--- config.mk ---
export PLATFORM = sky130hd
export DESIGN_NAME = apb_reg_bank
export DESIGN_NICKNAME = d
export VERILOG_FILES = /design/src/rtl/apb_reg_pkg.sv /design/src/rtl/apb_reg_cell.sv /design/src/rtl/apb_reg_bank.sv
export SDC_FILE = /design/constraint.sdc
export NUM_CORES = 1
export LEC_CHECK = 0
export BUFFER_PORTS_ARGS = -buffer_cell sky130_fd_sc_hd__buf_2
export CAP_MARGIN = 20
export CELL_PAD_IN_SITES_DETAIL_PLACEMENT = 1
export CELL_PAD_IN_SITES_GLOBAL_PLACEMENT = 1
export CORE_AREA = 2 2 330 332
export DETAILED_ROUTE_END_ITERATION = 16
export DIE_AREA = 0 0 332 334
export PLACE_DENSITY = 0.48
export SLEW_MARGIN = 20
export SYNTH_ARGS = -nofsm -noshare
export SYNTH_HDL_FRONTEND = slang
export SYNTH_SLANG_ARGS = --single-unit
--- constraint.sdc ---
create_clock -name clk -period 2 [get_ports clk]
set_input_delay 0.2 -clock clk [delete_from_list [all_inputs] [get_ports clk]]
set_output_delay 0.2 -clock clk [all_outputs]
set_load 0.02 [all_outputs]
--- src/rtl/apb_reg_pkg.sv ---
// Shared encodings for the APB register bank: per-register access modes and
// the transfer FSM state type.
package apb_reg_pkg;

    localparam logic [1:0] MODE_RW    = 2'd0;
    localparam logic [1:0] MODE_RO    = 2'd1;
    localparam logic [1:0] MODE_W1C   = 2'd2;
    localparam logic [1:0] MODE_PULSE = 2'd3;

    typedef enum logic {
        ST_IDLE   = 1'b0,
        ST_ACCESS = 1'b1
    } state_e;

endpackage

--- src/rtl/apb_reg_cell.sv ---
// One register of the bank; its write/hold behaviour is fixed at elaboration
// by MODE (RW, RO, W1C or PULSE).
module apb_reg_cell
    import apb_reg_pkg::*;
#(
    parameter logic [1:0]        MODE      = MODE_RW,
    parameter int unsigned       DATA_W    = 32,
    parameter logic [DATA_W-1:0] RESET_VAL = '0
) (
    input  logic              clk,
    input  logic              rst,
    input  logic              we,
    input  logic [DATA_W-1:0] wdata,
    input  logic [DATA_W-1:0] hw_set,
    output logic [DATA_W-1:0] q
);

    logic [DATA_W-1:0] q_q, q_d;

    always_comb begin
        q_d = q_q;
        case (MODE)
            MODE_RW:  if (we) q_d = wdata;
            MODE_RO:  q_d = '0;
            // Hardware set is OR-ed in last so it wins over a same-cycle clear.
            MODE_W1C: q_d = (q_q & ~(we ? wdata : '0)) | hw_set;
            default:  q_d = we ? wdata : '0;
        endcase
    end

    always_ff @(posedge clk) begin
        if (rst) begin
            q_q <= (MODE == MODE_RW || MODE == MODE_W1C) ? RESET_VAL : '0;
        end else begin
            q_q <= q_d;
        end
    end

    assign q = q_q;

endmodule

--- src/rtl/apb_reg_bank.sv ---
// APB3 slave register bank: setup/access FSM with optional wait states,
// address decode with error response, registered read data and W1C interrupt.
module apb_reg_bank
    import apb_reg_pkg::*;
#(
    parameter int unsigned                 NUM_REGS    = 8,
    parameter int unsigned                 DATA_W      = 32,
    parameter int unsigned                 WAIT_STATES = 0,
    parameter logic [2*NUM_REGS-1:0]       REG_MODE    = '0,
    parameter logic [NUM_REGS*DATA_W-1:0]  RESET_VAL   = '0
) (
    input  logic                         clk,
    input  logic                         rst,
    input  logic [15:0]                  paddr,
    input  logic                         psel,
    input  logic                         penable,
    input  logic                         pwrite,
    input  logic [31:0]                  pwdata,
    output logic [31:0]                  prdata,
    output logic                         pready,
    output logic                         pslverr,
    output logic [NUM_REGS*DATA_W-1:0]   reg_q,
    input  logic [NUM_REGS*DATA_W-1:0]   reg_ro_d,
    input  logic [NUM_REGS*DATA_W-1:0]   hw_set,
    output logic                         irq
);

    state_e            state_q, state_d;
    logic [3:0]        cnt_q, cnt_d;
    logic [15:0]       addr_q;
    logic              write_q;
    logic [DATA_W-1:0] wdata_q;

    logic              setup, load_rd, commit;
    logic [15:0]       rd_addr;
    logic [31:0]       prdata_d;
    logic [DATA_W-1:0] rd_val [NUM_REGS];
    logic [NUM_REGS-1:0] we;

    function automatic logic addr_err(input logic [15:0] a);
        return (a[1:0] != 2'b00) || (a[15:8] != 8'h00) || ({1'b0, a[7:2]} >= 7'(NUM_REGS));
    endfunction

    assign setup   = (state_q == ST_IDLE) && psel && !penable;
    assign pready  = (state_q == ST_ACCESS) && (cnt_q == 4'd0);
    assign pslverr = pready && addr_err(addr_q);
    assign commit  = pready && write_q && !addr_err(addr_q);

    // prdata loads on the edge that leads into the pready cycle.
    assign load_rd = (setup && (WAIT_STATES == 0))
                   || ((state_q == ST_ACCESS) && psel && (cnt_q == 4'd1));
    assign rd_addr = setup ? paddr : addr_q;

    always_comb begin
        state_d = state_q;
        cnt_d   = cnt_q;
        case (state_q)
            ST_IDLE: begin
                if (setup) begin
                    state_d = ST_ACCESS;
                    cnt_d   = 4'(WAIT_STATES);
                end
            end
            ST_ACCESS: begin
                if (pready) begin
                    state_d = ST_IDLE;
                end else if (!psel) begin
                    state_d = ST_IDLE;
                    cnt_d   = 4'd0;
                end else begin
                    cnt_d = cnt_q - 4'd1;
                end
            end
            default: state_d = ST_IDLE;
        endcase
    end

    always_comb begin
        prdata_d = '0;
        if (!addr_err(rd_addr)) begin
            for (int i = 0; i < NUM_REGS; i++) begin
                if (rd_addr[7:2] == 6'(i)) prdata_d[DATA_W-1:0] = rd_val[i];
            end
        end
    end

    always_ff @(posedge clk) begin
        if (rst) begin
            state_q <= ST_IDLE;
            cnt_q   <= 4'd0;
            addr_q  <= 16'h0000;
            write_q <= 1'b0;
            wdata_q <= '0;
            prdata  <= 32'h0;
        end else begin
            state_q <= state_d;
            cnt_q   <= cnt_d;
            if (setup) begin
                addr_q  <= paddr;
                write_q <= pwrite;
                wdata_q <= pwdata[DATA_W-1:0];
            end
            if (load_rd) prdata <= prdata_d;
        end
    end

    for (genvar g = 0; g < NUM_REGS; g++) begin : g_reg
        localparam logic [1:0] MODE = REG_MODE[2*g +: 2];

        assign we[g] = commit && (addr_q[7:2] == 6'(g));

        apb_reg_cell #(
            .MODE      (MODE),
            .DATA_W    (DATA_W),
            .RESET_VAL (RESET_VAL[g*DATA_W +: DATA_W])
        ) u_cell (
            .clk    (clk),
            .rst    (rst),
            .we     (we[g]),
            .wdata  (wdata_q),
            .hw_set (hw_set[g*DATA_W +: DATA_W]),
            .q      (reg_q[g*DATA_W +: DATA_W])
        );

        assign rd_val[g] = (MODE == MODE_RO)    ? reg_ro_d[g*DATA_W +: DATA_W] :
                           (MODE == MODE_PULSE) ? '0 : reg_q[g*DATA_W +: DATA_W];
    end

    always_comb begin
        irq = 1'b0;
        for (int i = 0; i < NUM_REGS; i++) begin
            if (REG_MODE[2*i +: 2] == MODE_W1C) irq = irq | (|reg_q[i*DATA_W +: DATA_W]);
        end
    end

endmodule

# Word-level counts from Yosys, hierarchy flattened
# Cells that the tools add are included.
# word_totals
in_bits	565
regBits	342
elab_cells	84
output_inout_bits	291
# classes
mux	18
n_eq_ne	17
addsub	1
n_reduce_logical	31
magnitude_cmp	2
n_bitwise	1
# op_table
op	count
2-to-1 mux 32 bit	9
equality test 6 x 3 -> 1 bit, second input constant	8
equality test 6 x 2 -> 1 bit, second input constant	4
logical AND 1 bit	16
2-to-1 mux 16 bit	1
nonzero test 8 bit	2
equality test 6 x 1 -> 1 bit, second input constant	2
greater-or-equal comparator 6 x 4 -> 1 bit, second input constant	2
logical NOT 6 bit	2
2-to-1 mux 4 bit	3
case mux 4 bit (2 select lines)	1
logical OR 1 bit	5
equality test 4 x 1 -> 1 bit, second input constant	1
logical NOT 4 bit	1
!= test 2 bit, second input constant	2
nonzero test 2 bit	2
subtractor 4 x 1 -> 4 bit, second input constant	1
2-to-1 mux 1 bit	3
logical NOT 1 bit	2
case mux 1 bit (2 select lines)	1
AND reduction 2 bit	1
inverter 1 bit	1

# Longest topological paths before layout
# Gate-level depths: netlist of run 1.
# depth
word_depth	14
mapped_depth	10
ltp_nobuf	7

# By module
# A second synthesis of run 1 with hierarchy kept.
# hier_totals
cells_unflattened	1547
hier_area_um2	14694.1
# by_module_without_submodules
module	instances	cells_each	seq_area_each_um2	area_per_inst_um2
apb_reg_cell	8	103	640.6	1163.6
apb_reg_bank	1	723	1721.7	5385.2

# Worst setup path after synthesis of run 1
# No wires, ideal clock.
# synth_path
path_type	register to register
start	reg cnt_q[0]
end	reg g_reg[2].u_cell.q_q[11]
synth_period_minus_slack_ns	2.223
path_stages_with_launch	11
t_arrival_ns	2.090
slack_ns	-0.223
required_time_ns	1.868
setup_ns	0.132
path_cell_list	dfxtp_1 -> inv_1 -> ha_1 -> and4bb_2 -> nand2_1 -> buf_4 -> or4_1 -> clkbuf_1 -> buf_2 -> nand2_1 -> a21oi_1
# synth_via
elab_chain_len	5
# synth_lines
element	line	source
start: declaration	apb_reg_bank.sv:29	logic [3:0] cnt_q, cnt_d;
start signal: assignment	apb_reg_bank.sv:97	cnt_q <= cnt_d;
logical NOT 4 bit	apb_reg_bank.sv:45	assign pready = (state_q == ST_ACCESS) && (cnt_q == 4'd0);
logical AND 1 bit	apb_reg_bank.sv:45	
named net pready	apb_reg_bank.sv:20	output logic pready,
logical AND 1 bit (2 in a row)	apb_reg_bank.sv:47	assign commit = pready && write_q && !addr_err(addr_q);
logical AND 1 bit	apb_reg_bank.sv:110	assign we[g] = commit && (addr_q[7:2] == 6'(g));
end signal: assignment	apb_reg_cell.sv:33	q_q <= (MODE == MODE_RW || MODE == MODE_W1C) ? RESET_VAL : '0;
end signal: assignment	apb_reg_cell.sv:35	q_q <= q_d;
end: declaration	apb_reg_cell.sv:18	logic [DATA_W-1:0] q_q, q_d;
# The timed path passes the listed nets, and every way through them passes these cells.
# A chain may end at the register's enable or synchronous reset.

# Worst setup path in the final report of run 1
# layout_path
start	reg addr_q[15]
end	reg g_reg[4].u_cell.q_q[13]
# layout_via
elab_chain_len	6
# layout_lines
element	line	source
start: declaration	apb_reg_bank.sv:30	logic [15:0] addr_q;
start signal: assignment	apb_reg_bank.sv:99	addr_q <= paddr;
nonzero test 8 bit	apb_reg_bank.sv:41	return (a[1:0] != 2'b00) || (a[15:8] != 8'h00) || ({1'b0, a[7:2]} >= 7'(NUM_REGS));
logical OR 1 bit (2 in a row)	apb_reg_bank.sv:41	
logical NOT 1 bit	apb_reg_bank.sv:47	
logical AND 1 bit	apb_reg_bank.sv:47	
logical AND 1 bit	apb_reg_bank.sv:110	
end signal: assignment	apb_reg_cell.sv:33	
end signal: assignment	apb_reg_cell.sv:35	
end: declaration	apb_reg_cell.sv:18	
# Every way passes these cells.

==> impl_metrics.toml, run 1 <==
[status]
status = "complete, but fails checks"
violations = "setup timing"

[setup_path]
worstPathRequired_ps = 2450
r2r_cells = 8
path_depth = 8
start_kind = "flip-flop"
reg2reg_from = "addr_q[15]"
cpMaxStageDelayCell = "or4_4"
rrSetupSlack_ps = -320
critPathBufInv = 3
path_max_fanout = 7
timing_worst_setup_path_type = "flip-flop to flip-flop"
path_cells = "nor4_4 > nand4_4 > buf_6 > buf_12 > or4_4 > clkbuf_16 > nand2_2 > a21oi_1"
cp.arrival_ps = 2770
cp_slowest_stage_delay_ps = 590
cp_top_family = "simple AND/OR/NAND/NOR gates"
r2r-end = "g_reg[4].u_cell.q[13]"
worstSetupEndpoint = "g_reg[4].u_cell.q[13]"
cp-end-kind = "flip-flop"
crit_start = "addr_q[15]"

[synth]
synth.distinct_cells = 67
synthesis.area_um2 = 16100
yosys-top-cells-count = "nand2_1, dfxtp_1, a21oi_1, mux2i_1, clkbuf_1"
synth_area_leader_cell = "dfxtp_1"
ys_seq_area_share_pct = 42.4
synth_edf_count = 0
yosysWarnings = 0
postSynthCellCount = 1977
synth_top_area_share_pct = 42.4
async_reset_ff_share_pct = 0
syn_avg_cell_area_um2 = 8.17
ys.flop_type = "dfxtp_1"
yosysMostFrequentCell = "nand2_1"
syn_nets = 2544
synth_top_cells_by_area = "dfxtp_1, nand2_1, mux2i_1"
ys_seq_elements = 342

[layout]
antenna_cells = 0
design_area_um2 = 26700
num-nets-final = 3080
n_fill_cell = 12500
syn2layout_area_growth_pct = 65.4
drive_above_1_share_pct = 41.9

[cts]
clockBufferDepth = 3
cts_tree = "built"
ctsHtreeMaxLevel = 2
cts_sinks = 342
cts.reportedPaths.clkPinSlew_ps = 60
clk_latency_ps = 620
numCtsBuffers = 46
cts_root_buf = "clkbuf_16"

[pwr]
power_density_nw_per_um2 = 657
p_leak_nw = 10.3
vdd_drop_max_mv = 0.647

[run]
maxCapViolations = 0

[placement]
place_congestion = 0.841
place_hpwl_mm = 74.9
dp_slack_ps = -410
io_buffers = 342
placement.cell_area_um2 = 21300

[sta]
drv_slew = 0
setup_viol = 289
post-route-min-period_ps = 2320
finalHoldViolations = 0
max_slew_margin_pct = 51.0
rsz0062_at_grt = "true"
post-route-period-util_pct = 116
tightestPinTransition_ps = 735
skew_ps = 35.8
timing.fmax_ghz = 0.431
fin_ws_ps = -320

[floorplan]
core_um2 = 108000
dieHeight_um = 334
rows = 121
die_area_um2 = 111000
start_util_pct = 15.0
die_x_um = 332
ios = 856

[routing]
drt_iter0_drc = 1257
via_per_inst = 4.50
via_count = 17800
wl_mm = 110
ant_nets = 0
dr.pass1.iters = 5
drc = 0
routedWlPerCell_um = 27.7

[grt]
gr-usage-all-layers_pct = 18.4
grt_first_pass_wirelength_mm = 144
grt_pass1_vias = 17600
grt_max_degree = 119
antenna_found_initial = 6
overflow = 0

[hold_path]
worstHoldPathType = "input port to flip-flop"
hold_depth = 4
-- registers in the layout (all words and copies together), names as in the netlist --
register,flops
addr_q,16
cnt_q,4
g.u_cell.q,256
prdata,32
state_q,1
wdata_q,32
write_q,1
-- per-layer routing --
layer / routed length [µm] / vias to the layer above / track usage (%)
met5: 0 / - / 0
li1: - / 8072 / -
met1: 48900 / 9032 / 24.0
met3: 8840 / 114 / 6.00
met4: 2610 / 0 / 5.56
met2: 49200 / 596 / 28.5
-- logic make-up after synthesis --
kind of cell / Yosys count / synth area share, %
mux: 154 / 9.69
simple gates: 722 / 19.8
flops: 342 / 42.4
buf+inv: 232 / 6.19
other cells: 1 / 0.0232
fa+ha+maj: 2 / 0.155
compound gates: 524 / 21.7
-- where the power goes --
group	switching (W)	leakage, nW	total (W)	internal (W)
Sequential	0.000135	2.76	0.00700	0.00686
Combinational	0.00112	6.82	0.00195	0.000829
Clock	0.00356	0.756	0.00861	0.00505
Total	0.00481	10.3	0.0176	0.0127
-- layout by cell type, fill, tap and decap left out, types with 12 or more instances in the layout --
master         synthesis  layout
o211ai_1              16      16
buf_16                 0      14
a221o_1               21      21
buf_6                  4      42
clkbuf_16              0      70
o21ai_1                2      13
a21oi_2                0      63
a221oi_1              34      18
buf_12                 0      74
a221oi_2               0      12
nand2_4                0      66
buf_2                 40     341
and3_1                21      20
o211ai_2              18      18
mux2i_1              148     135
dlygate4sd3_1          0      47
a21o_1                23      22
buf_4                 13     141
dfxtp_1              342     332
o21ai_2                0      18
a21oi_1              262     198
inv_1                 27      25
nor2_1                90      85
a2bb2oi_1             19      16
nand2_2                0      54
nand2_1              520     399
-- what timing repair did --
item,in CTS,in global routing
cloned,15,25
setup buffers,29,17
endpoints found under the setup margin,290,290
pin swaps,60,178
gates resized for setup,146,381
hold buffers,47,0
hold endpoints to repair,47,0
-- cell type report --
class	instances	area (µm²)	share of cell area, %
sequential	342	6860	25.7
clock inverter	18	194	0.726
multi-input combinational	1403	10100	37.9
clock buffer	66	1340	5.01
timing repair buffer	693	6320	23.7
tap	1414	1770	6.63
inverter	27	101	0.380
-- how the worst min path moves through the flow --
stage                          start           to
final                       paddr[5]    addr_q[5]
after CTS                   paddr[5]    addr_q[5]
after floorplan             paddr[4]    addr_q[4]
after global routing        paddr[5]    addr_q[5]
after global placement    addr_q[14]   addr_q[14]
after detailed placement  pwdata[28]  wdata_q[28]
-- worst reg2reg max path, delay by kind of cell (launching register included) --
| family | cells | cell delay, ps |
|---|---|---|
| buf+inv | 3 | 550 |
| compound gates | 1 | 70 |
| flops | 1 | 330 |
| simple gates | 4 | 1200 |
-- stage by stage --
| stage | std cells | power, W | utilization, % | setup TNS [ps] | hold slack, ps |
|---|---|---|---|---|---|
| finish | 3963 | 0.0176 | 24.8 | -64960 | 36.0 |
| global route | 3963 | 0.0181 | 24.8 | -87050 | 50.9 |
| CTS | 3926 | 0.0176 | 22.8 | -55370 | 4.65 |
| detailed placement | 3751 | 0.00863 | 19.8 | -98450 | 450 |
| global placement | 3751 | 0.00863 | 19.8 | -96440 | 444 |
| floorplan | 1977 | 0.00776 | - | -2.83 | 328 |
(Power assumes the default switching activity.)
==> run 2, diff against run 1 <==
- GPL_TIMING_DRIVEN: unset -> 0
- clock period: 2 -> 2.05 ns (I/O delays scaled with it)
==> impl_metrics.toml, run 2 (synthesized netlist as in run 1, its figures left out) <==
[status]
status = "complete, but fails checks"
violations = "setup timing"

[cts]
clockBufferDepth = 3
cts_tree = "built"
cts_root_buf = "clkbuf_16"
cts_sinks = 342
ctsHtreeMaxLevel = 2
cts.reportedPaths.clkPinSlew_ps = 60
clk_latency_ps = 590
numCtsBuffers = 45

[sta]
rsz0062_at_grt = "true"
fin_ws_ps = -357
post-route-period-util_pct = 117
tightestPinTransition_ps = 1280
timing.fmax_ghz = 0.415
setup_viol = 290
max_slew_margin_pct = 14.3
skew_ps = 28.6
setup_tns_ps = -38750
post-route-min-period_ps = 2410
drv_slew = 0
finalHoldViolations = 0

[floorplan]
core_um2 = 108000
die_x_um = 332
ios = 856
dieHeight_um = 334
rows = 121
die_area_um2 = 111000
start_util_pct = 15.0

[routing]
drc = 0
routedWlPerCell_um = 29.9
wl_mm = 119
top_layer = "met4"
wl_met2_mm = 52.5
ant_nets = 0
via_per_inst = 4.63
dr_wl_met3_mm = 10.6
dr.pass1.iters = 5
via_count = 18400
drt_iter0_drc = 1267
met1_length_mm = 52.4

[layout]
num-nets-final = 3089
layout.cells.most_common = "buf_2"
largest_reg_flops = 256
layout_common_cells = "buf_2, nand2_1, dfxtp_1"
n_fill_cell = 12500
drive_above_1_share_pct = 45.0
design_area_um2 = 27200
syn2layout_area_growth_pct = 68.5

[hold_path]
hold_depth = 4
hold_start = "psel"
whs_endpoint = "cnt_q[1]"
worstHoldPathType = "input port to flip-flop"

[setup_path]
reg2reg_from = "state_q"
worstPathRequired_ps = 2470
cp_top_family = "compound AO/OA/AOI/OAI gates"
cpMaxStageDelayCell = "or3b_4"
critPathBufInv = 3
timing_worst_setup_path_type = "flip-flop to flip-flop"
rrSetupSlack_ps = -360
r2r-end = "prdata[1]"
cp.arrival_ps = 2820
path_cells = "or3b_4 > buf_12 > buf_12 > a21o_4 > buf_12 > o211ai_1 > o2111ai_1 > nor4b_2"
cp-end-kind = "flip-flop"
path_depth = 8
r2r_cells = 8
cpMostUsedCell = "buf_12"
start_kind = "flip-flop"
path_max_fanout = 11
cp_slowest_stage_delay_ps = 410

[run]
maxCapViolations = 0

[pwr]
p_leak_nw = 10.6
vdd_drop_max_mv = 0.469
total_power_w = 0.0171
power_density_nw_per_um2 = 627

[placement]
io_buffers = 341
place_congestion = 0.895
placement.cell_area_um2 = 19700
place_hpwl_mm = 84.2
dp_slack_ps = -1370

[grt]
overflow = 0
grt_max_degree = 20
grt_pass1_vias = 18000
grt_first_pass_wirelength_mm = 155
antenna_found_initial = 5
gr-usage-all-layers_pct = 19.9
-- run 2: cell types whose count changed in the layout (fill, tap and decap cells not counted), moves of 64 or more --
cell and delta:
a21oi_1 -91, a21oi_2 +91, nand2_4 +89, buf_4 -79, clkbuf_1 +70, nand2_1 -64
-- run 2: how the worst max path moves through the flow --
stage | start | to | slack (ps)
CTS | state_q | prdata[1] | -230
finish | state_q | prdata[1] | -360
floorplan | addr_q[4] | prdata[15] | -10
global route | state_q | prdata[1] | -390
detailed placement | state_q | prdata[10] | -1370
global placement | state_q | prdata[10] | -1310
-- run 2: tightest hold or removal path, delay by kind of cell --
kind | cells | cell delay, ps
AOI/OAI and AO/OA | 1 | 50
buffers and inverters | 2 | 280
and+or+nand+nor | 1 | 100
-- run 2: stage by stage --
| stage | hold WS, ps | cells | util, % |
|---|---|---|---|
| 2_1_floorplan | 341 | 1977 | - |
| 4_1_cts | 77.1 | 3930 | 22.7 |
| 3_5_place_dp | 451 | 3732 | 18.3 |
| 3_3_place_gp | 445 | 3732 | 18.3 |
| 6_report | 116 | 3972 | 25.2 |
| 5_1_grt | 124 | 3970 | 25.2 |
-- run 2: report_power, final --
group | switching (W) | internal, W
combinational | 0.00131 | 0.000737
sequential | 0.0000330 | 0.00670
clock | 0.00341 | 0.00489
total | 0.00475 | 0.0123
-- run 2: per-layer routing --
metal / vias to the layer above / track usage, %
met3: 153 / 6.73
met2: 695 / 31.4
met1: 9474 / 26.2
met4: 0 / 4.17
li1: 8086 / -
met5: - / 0
-- run 2: area by class of cell --
type	count	area [µm²]	area share, %
Buffer	191	1950	7.18
Clock buffer	63	1290	4.75
Inverter	27	101	0.372
Antenna cell	2	5.00	0.0184
Sequential cell	342	6860	25.2
Clock inverter	18	198	0.727
Timing Repair Buffer	512	4040	14.8
Multi-Input combinational cell	1403	11000	40.4
Tap cell	1414	1770	6.50
-- run 2: what timing repair did --
action / 4_1_cts / 5_1_grt
hold buffers: 48 / 0
gates cloned: 15 / 22
pin swaps: 140 / 248
setup endpoints to repair: 338 / 312
endpoints found under the hold margin: 48 / 0
setup buffers: 68 / 20
gates resized for setup: 499 / 524
